File: src/rtl/count_capture_pkg.sv
// Shared definitions for the capture controller, its counter and the top level:
// FSM state encoding and the default counter geometry.
package count_capture_pkg;

    typedef enum logic [2:0] {
        IDLE     = 3'd0,
        REQUEST  = 3'd1,
        WAIT_RUN = 3'd2,
        RUN      = 3'd3,
        HOLD     = 3'd4
    } state_t;

    localparam int DEF_WIDTH    = 13;
    localparam int DEF_MAXCOUNT = (1 << DEF_WIDTH) - 1;

    // Counter is driven (enable high) while a measurement is in flight.
    function automatic logic is_active(input state_t s);
        return (s == REQUEST) || (s == WAIT_RUN) || (s == RUN);
    endfunction

endpackage

File: src/rtl/count_capture_edge_sync.sv
// Multi-flop synchroniser for an asynchronous level input, followed by a
// registered rising-edge detector producing a single-cycle pulse.
module edge_sync #(
    parameter int SYNC_STAGES = 2
) (
    input  logic clk,
    input  logic resetn,
    input  logic din,
    output logic rise
);

    logic [SYNC_STAGES-1:0] sync;
    logic                   last;

    // Pulse appears SYNC_STAGES+1 clocks after the pin edge.
    always_ff @(posedge clk or negedge resetn) begin
        if (!resetn) begin
            sync <= '0;
            last <= 1'b0;
            rise <= 1'b0;
        end else begin
            sync <= {sync[SYNC_STAGES-2:0], din};
            last <= sync[SYNC_STAGES-1];
            rise <= sync[SYNC_STAGES-1] & ~last;
        end
    end

endmodule

File: src/rtl/count_capture.sv
// Reader side of the counter handshake: starts the counter on an arm edge and
// latches its count on a stop edge, flagging overflow, false start or start fault.
module count_capture
    import count_capture_pkg::*;
#(
    parameter int               WIDTH         = DEF_WIDTH,
    parameter logic [WIDTH-1:0] MAXCOUNT      = {WIDTH{1'b1}},
    parameter int               START_TIMEOUT = 4,
    parameter int               SYNC_STAGES   = 2
) (
    input  logic             clk,
    input  logic             resetn,
    input  logic             arm,
    input  logic             stop,
    input  logic             clear,
    input  logic [WIDTH-1:0] count,
    input  logic             done,
    output logic             start_pulse,
    output logic             enable,
    output logic             busy,
    output logic [WIDTH-1:0] result,
    output logic             result_valid,
    output logic             overflow,
    output logic             false_start,
    output logic             fault
);

    localparam int TW = $clog2(START_TIMEOUT + 1);

    state_t        state;
    state_t        state_nxt;
    logic          arm_rise;
    logic          stop_rise;
    logic [TW-1:0] tcnt;
    logic          timeout_hit;

    edge_sync #(.SYNC_STAGES(SYNC_STAGES)) u_arm_sync (
        .clk    (clk),
        .resetn (resetn),
        .din    (arm),
        .rise   (arm_rise)
    );

    edge_sync #(.SYNC_STAGES(SYNC_STAGES)) u_stop_sync (
        .clk    (clk),
        .resetn (resetn),
        .din    (stop),
        .rise   (stop_rise)
    );

    // True during the last permitted WAIT_RUN cycle.
    assign timeout_hit = (tcnt >= TW'(START_TIMEOUT - 1));

    always_ff @(posedge clk or negedge resetn) begin
        if (!resetn) begin
            state <= IDLE;
        end else begin
            state <= state_nxt;
        end
    end

    always_comb begin
        state_nxt = state;
        case (state)
            IDLE: begin
                if (arm_rise) state_nxt = REQUEST;
            end
            REQUEST: begin
                state_nxt = WAIT_RUN;
            end
            WAIT_RUN: begin
                if (stop_rise)        state_nxt = HOLD;
                else if (!done)       state_nxt = RUN;
                else if (timeout_hit) state_nxt = HOLD;
            end
            RUN: begin
                if (stop_rise || done) state_nxt = HOLD;
            end
            HOLD: begin
                if (arm_rise)   state_nxt = REQUEST;
                else if (clear) state_nxt = IDLE;
            end
            default: begin
                state_nxt = IDLE;
            end
        endcase
    end

    always_comb begin
        start_pulse = (state == REQUEST);
        enable      = is_active(state);
        busy        = is_active(state);
    end

    // Saturating count of WAIT_RUN cycles, restarted by every request.
    always_ff @(posedge clk or negedge resetn) begin
        if (!resetn) begin
            tcnt <= '0;
        end else if (state == REQUEST) begin
            tcnt <= '0;
        end else if ((state == WAIT_RUN) && (tcnt != TW'(START_TIMEOUT))) begin
            tcnt <= tcnt + 1'b1;
        end
    end

    always_ff @(posedge clk or negedge resetn) begin
        if (!resetn) begin
            result       <= '0;
            result_valid <= 1'b0;
            overflow     <= 1'b0;
            false_start  <= 1'b0;
            fault        <= 1'b0;
        end else begin
            case (state)
                WAIT_RUN: begin
                    if (stop_rise) begin
                        result       <= '0;
                        false_start  <= 1'b1;
                        result_valid <= 1'b1;
                    end else if (done && timeout_hit) begin
                        fault        <= 1'b1;
                        result_valid <= 1'b1;
                    end
                end
                RUN: begin
                    if (stop_rise) begin
                        result       <= count;
                        overflow     <= (count == MAXCOUNT);
                        result_valid <= 1'b1;
                    end else if (done) begin
                        result       <= MAXCOUNT;
                        overflow     <= 1'b1;
                        result_valid <= 1'b1;
                    end
                end
                HOLD: begin
                    // Re-arm and clear both drop the flags; result is left as is.
                    if (arm_rise || clear) begin
                        result_valid <= 1'b0;
                        overflow     <= 1'b0;
                        false_start  <= 1'b0;
                        fault        <= 1'b0;
                    end
                end
                default: begin
                end
            endcase
        end
    end

endmodule

File: config.mk
export PLATFORM = sky130hd
export DESIGN_NAME = count_capture
export DESIGN_NICKNAME = d
export VERILOG_FILES = /design/src/rtl/count_capture_pkg.sv /design/src/rtl/count_capture_edge_sync.sv /design/src/rtl/count_capture.sv
export SDC_FILE = /design/constraint.sdc
export NUM_CORES = 1
export LEC_CHECK = 0
export ABC_AREA = 1
export BUFFER_PORTS_ARGS = -buffer_cell sky130_fd_sc_hd__buf_4
export CAP_MARGIN = 20
export CORE_ASPECT_RATIO = 2
export CORE_MARGIN = 5
export CORE_UTILIZATION = 54
export DETAILED_ROUTE_END_ITERATION = 16
export GPL_ROUTABILITY_DRIVEN = 1
export GPL_TIMING_DRIVEN = 0
export PLACE_DENSITY = 0.87
export REMOVE_ABC_BUFFERS = 1
export SKIP_CTS_REPAIR_TIMING = 1
export SYNTH_ARGS = -nofsm -noshare
export SYNTH_HDL_FRONTEND = slang
export SYNTH_SLANG_ARGS = --single-unit
File: constraint.sdc
create_clock -name clk -period 2.8 [get_ports clk]
set_clock_uncertainty 0.05 [all_clocks]
set_input_delay 0.42 -clock clk [delete_from_list [all_inputs] [get_ports clk]]
set_output_delay 0.42 -clock clk [all_outputs]
set_load 0.02 [all_outputs]
==> run metrics <==
final instance area=0.00183 mm2; die height=83.1 um; initial DRC count=20; drt total wl=3.36 mm; DRT antenna net count=0; dpl ws=0.937 ns; gr ovfl total=0; Die ar.=0.00387 mm2; later-pin clock latency in the skew report=0.29 ns; WL/cell=14.6 um; total number of vias=1267; critical-path maximum fanout=26; Total GRT Usage=19.8%; initial antenna violation count=0; RSZ-0062 raised after global routing=no; largest net degree at the start of global routing=32; number of core rows=26; CTS root buf=clkbuf_8; Post-DP Area=0.00172 mm2; H-tree levels=2; PwrDens=1010 mW/mm2; CTS Buffer Depth=2; CTS Sinks=31; Final min period=1.87 ns; I/O Buffers=38; Synth Register Bits=31; CP peak stage delay=0.61 ns; DP HPWL=2.52 mm; Setup WS post-layout=0.929 ns; VDD IR max=0.000790 V; P&R area growth vs syn=27.3%; CTS clk-pin slew, worst paths=0.07 ns; first-pass detailed-route iteration total=4; vias in the first global route=1360; Final setup viols=0; Mapped Area=0.00144 mm2; critical path class=reg -> reg; Mapped Avg Cell Area=8.84 um2; CTS tree=built; worst endpoint required time=2.96 ns; Buf/Inv on CP=2; Worst-Margin Slew=0.719 ns; violated checks=hold timing; max-cap violation count=0; DRC viols=0; final hold violations=2; GPL Wtd Cong=0.921; Yosys cell types=21; number of top-level pins=39; outcome=finished with violations; Initial Utilization=56.1%; P_leak=0.936 nW; share of cells above drive strength 1=29.6%; setup_tns=0 ns; crit path DAT=2.03 ns; Tcrit/Tclk final=66.8%; Setup crit end kind=register; Power Total=0.00185 W; core area=0.00257 mm2; Core Util, Final=71.4%; CTS Buf Count=5; Slowest-stage cell, CP=a21oi_4; Hold Path Class=in -> async; fin nets=224; Max Freq=0.535 GHz; hold slack=-0.00165 ns; CP top delay family=compound AO/OA/AOI/OAI gates; first-pass GRT wire length=5.62 mm; synth warn=0; CP Cell Sequence=inv_2 > nand3_2 > inv_1 > a21oi_4 > nand2_1 > o21ai_2; fillers=203; register area share after synthesis=53.8%; startpoint class of the critical path=register; Mapped Cells=163; Worst slew margin=52.0%; die extent in x=46.5 um; Pins Over Slew Limit=0; vias per inst=5.48; ANT cells=0
-- kinds of logic (layout without fill, tap and decap cells) --
logic type               count (synthesis)  count (layout)  share of synthesized area (%)
adder cells (fa/ha/maj)                  3               3                           2.60
flip-flops                              31              31                           53.8
buffers and inverters                   22              62                           7.29
AND/OR/NAND/NOR                         70              70                           20.7
AO/OA/AOI/OAI                           37              37                           15.6
-- flip-flops by register name, indices dropped and copies added (netlist names) --
| register | count |
|---|---|
| false_start | 1 |
| fault | 1 |
| overflow | 1 |
| result | 13 |
| result_valid | 1 |
| state | 3 |
| tcnt | 3 |
| u_arm_sync.last | 1 |
| u_arm_sync.rise | 1 |
| u_arm_sync.sync | 2 |
| u_stop_sync.last | 1 |
| u_stop_sync.rise | 1 |
| u_stop_sync.sync | 2 |
-- placed cells by master (no fill, tap or decap), types with 2 or more instances in the layout --
cell / count
clkbuf_8: 6
inv_1: 13
nor2_1: 17
inv_2: 3
o21ai_2: 7
nand2_1: 37
nand3_1: 11
nand4_1: 2
a21oi_1: 2
ha_1: 3
dfrtp_1: 31
o21ai_1: 5
o21ai_0: 20
buf_4: 38
-- final timing paths --
| check | startpoint | to | slack [ns] | cells past startpoint |
|---|---|---|---|---|
| min in group clk | arm | u_arm_sync.sync[0] | 0.19 | 1 |
| hold reg to reg | u_arm_sync.sync[0] | u_arm_sync.sync[1] | 0.30 | 0 |
| hold / removal | resetn | tcnt[2] | -0.002 | 1 |
| max in group asynchronous | resetn | result[8] | 2.41 | 1 |
| setup reg to reg | state[2] | result[6] | 0.93 | 6 |
| setup / recovery | state[2] | result[6] | 0.93 | 6 |
-- cells in the mapped netlist (all sizes together) --
master / number / area (um2)
nand2: 38 / 145
o21ai: 32 / 186
dfrtp: 31 / 776
nor2: 18 / 75.1
inv: 16 / 60.1
nand3: 12 / 65.1
buf: 4 / 37.5
a21oi: 3 / 26.3
ha: 3 / 37.5
clkbuf: 2 / 7.51
nand4: 2 / 12.5
a31oi: 1 / 6.26
o22ai: 1 / 6.26
-- power by group --
group	total (W)	leakage, nW	internal (W)	switching [W]
clock	0.000455	0.0612	0.000288	0.000167
sequential	0.000668	0.405	0.000571	0.0000964
combinational	0.000723	0.469	0.000278	0.000445
-- layer usage --
metal / vias to the layer above / track usage [%] / share of wire, %
met3: 9 / 5.19 / 6.4
met5: - / 0 / 0
met4: 0 / 10.9 / 3.5
met1: 606 / 19.6 / 32
li1: 612 / - / -
met2: 40 / 34.4 / 58
-- layout make-up --
type                    instances  area [um2]  area share [%]
clock buffers                   6        82.6            4.50
flip-flops and latches         31         776            42.3
clock inverters                 2        35.0            1.91
multi-input cells             110         561            30.6
inverters                      16        60.1            3.27
well taps                      28        35.0            1.91
repair buffers                 38         285            15.6
-- through the flow --
| stage | hold slack [ns] | cells |
|---|---|---|
| floorplan | 0.0744 | 157 |
| global placement | 0.286 | 223 |
| detailed placement | 0.289 | 223 |
| CTS | 0.0126 | 231 |
| global route | 0.0232 | 231 |
| finish | -0.00165 | 231 |
No activity file was read; power rests on OpenSTA's default activity.
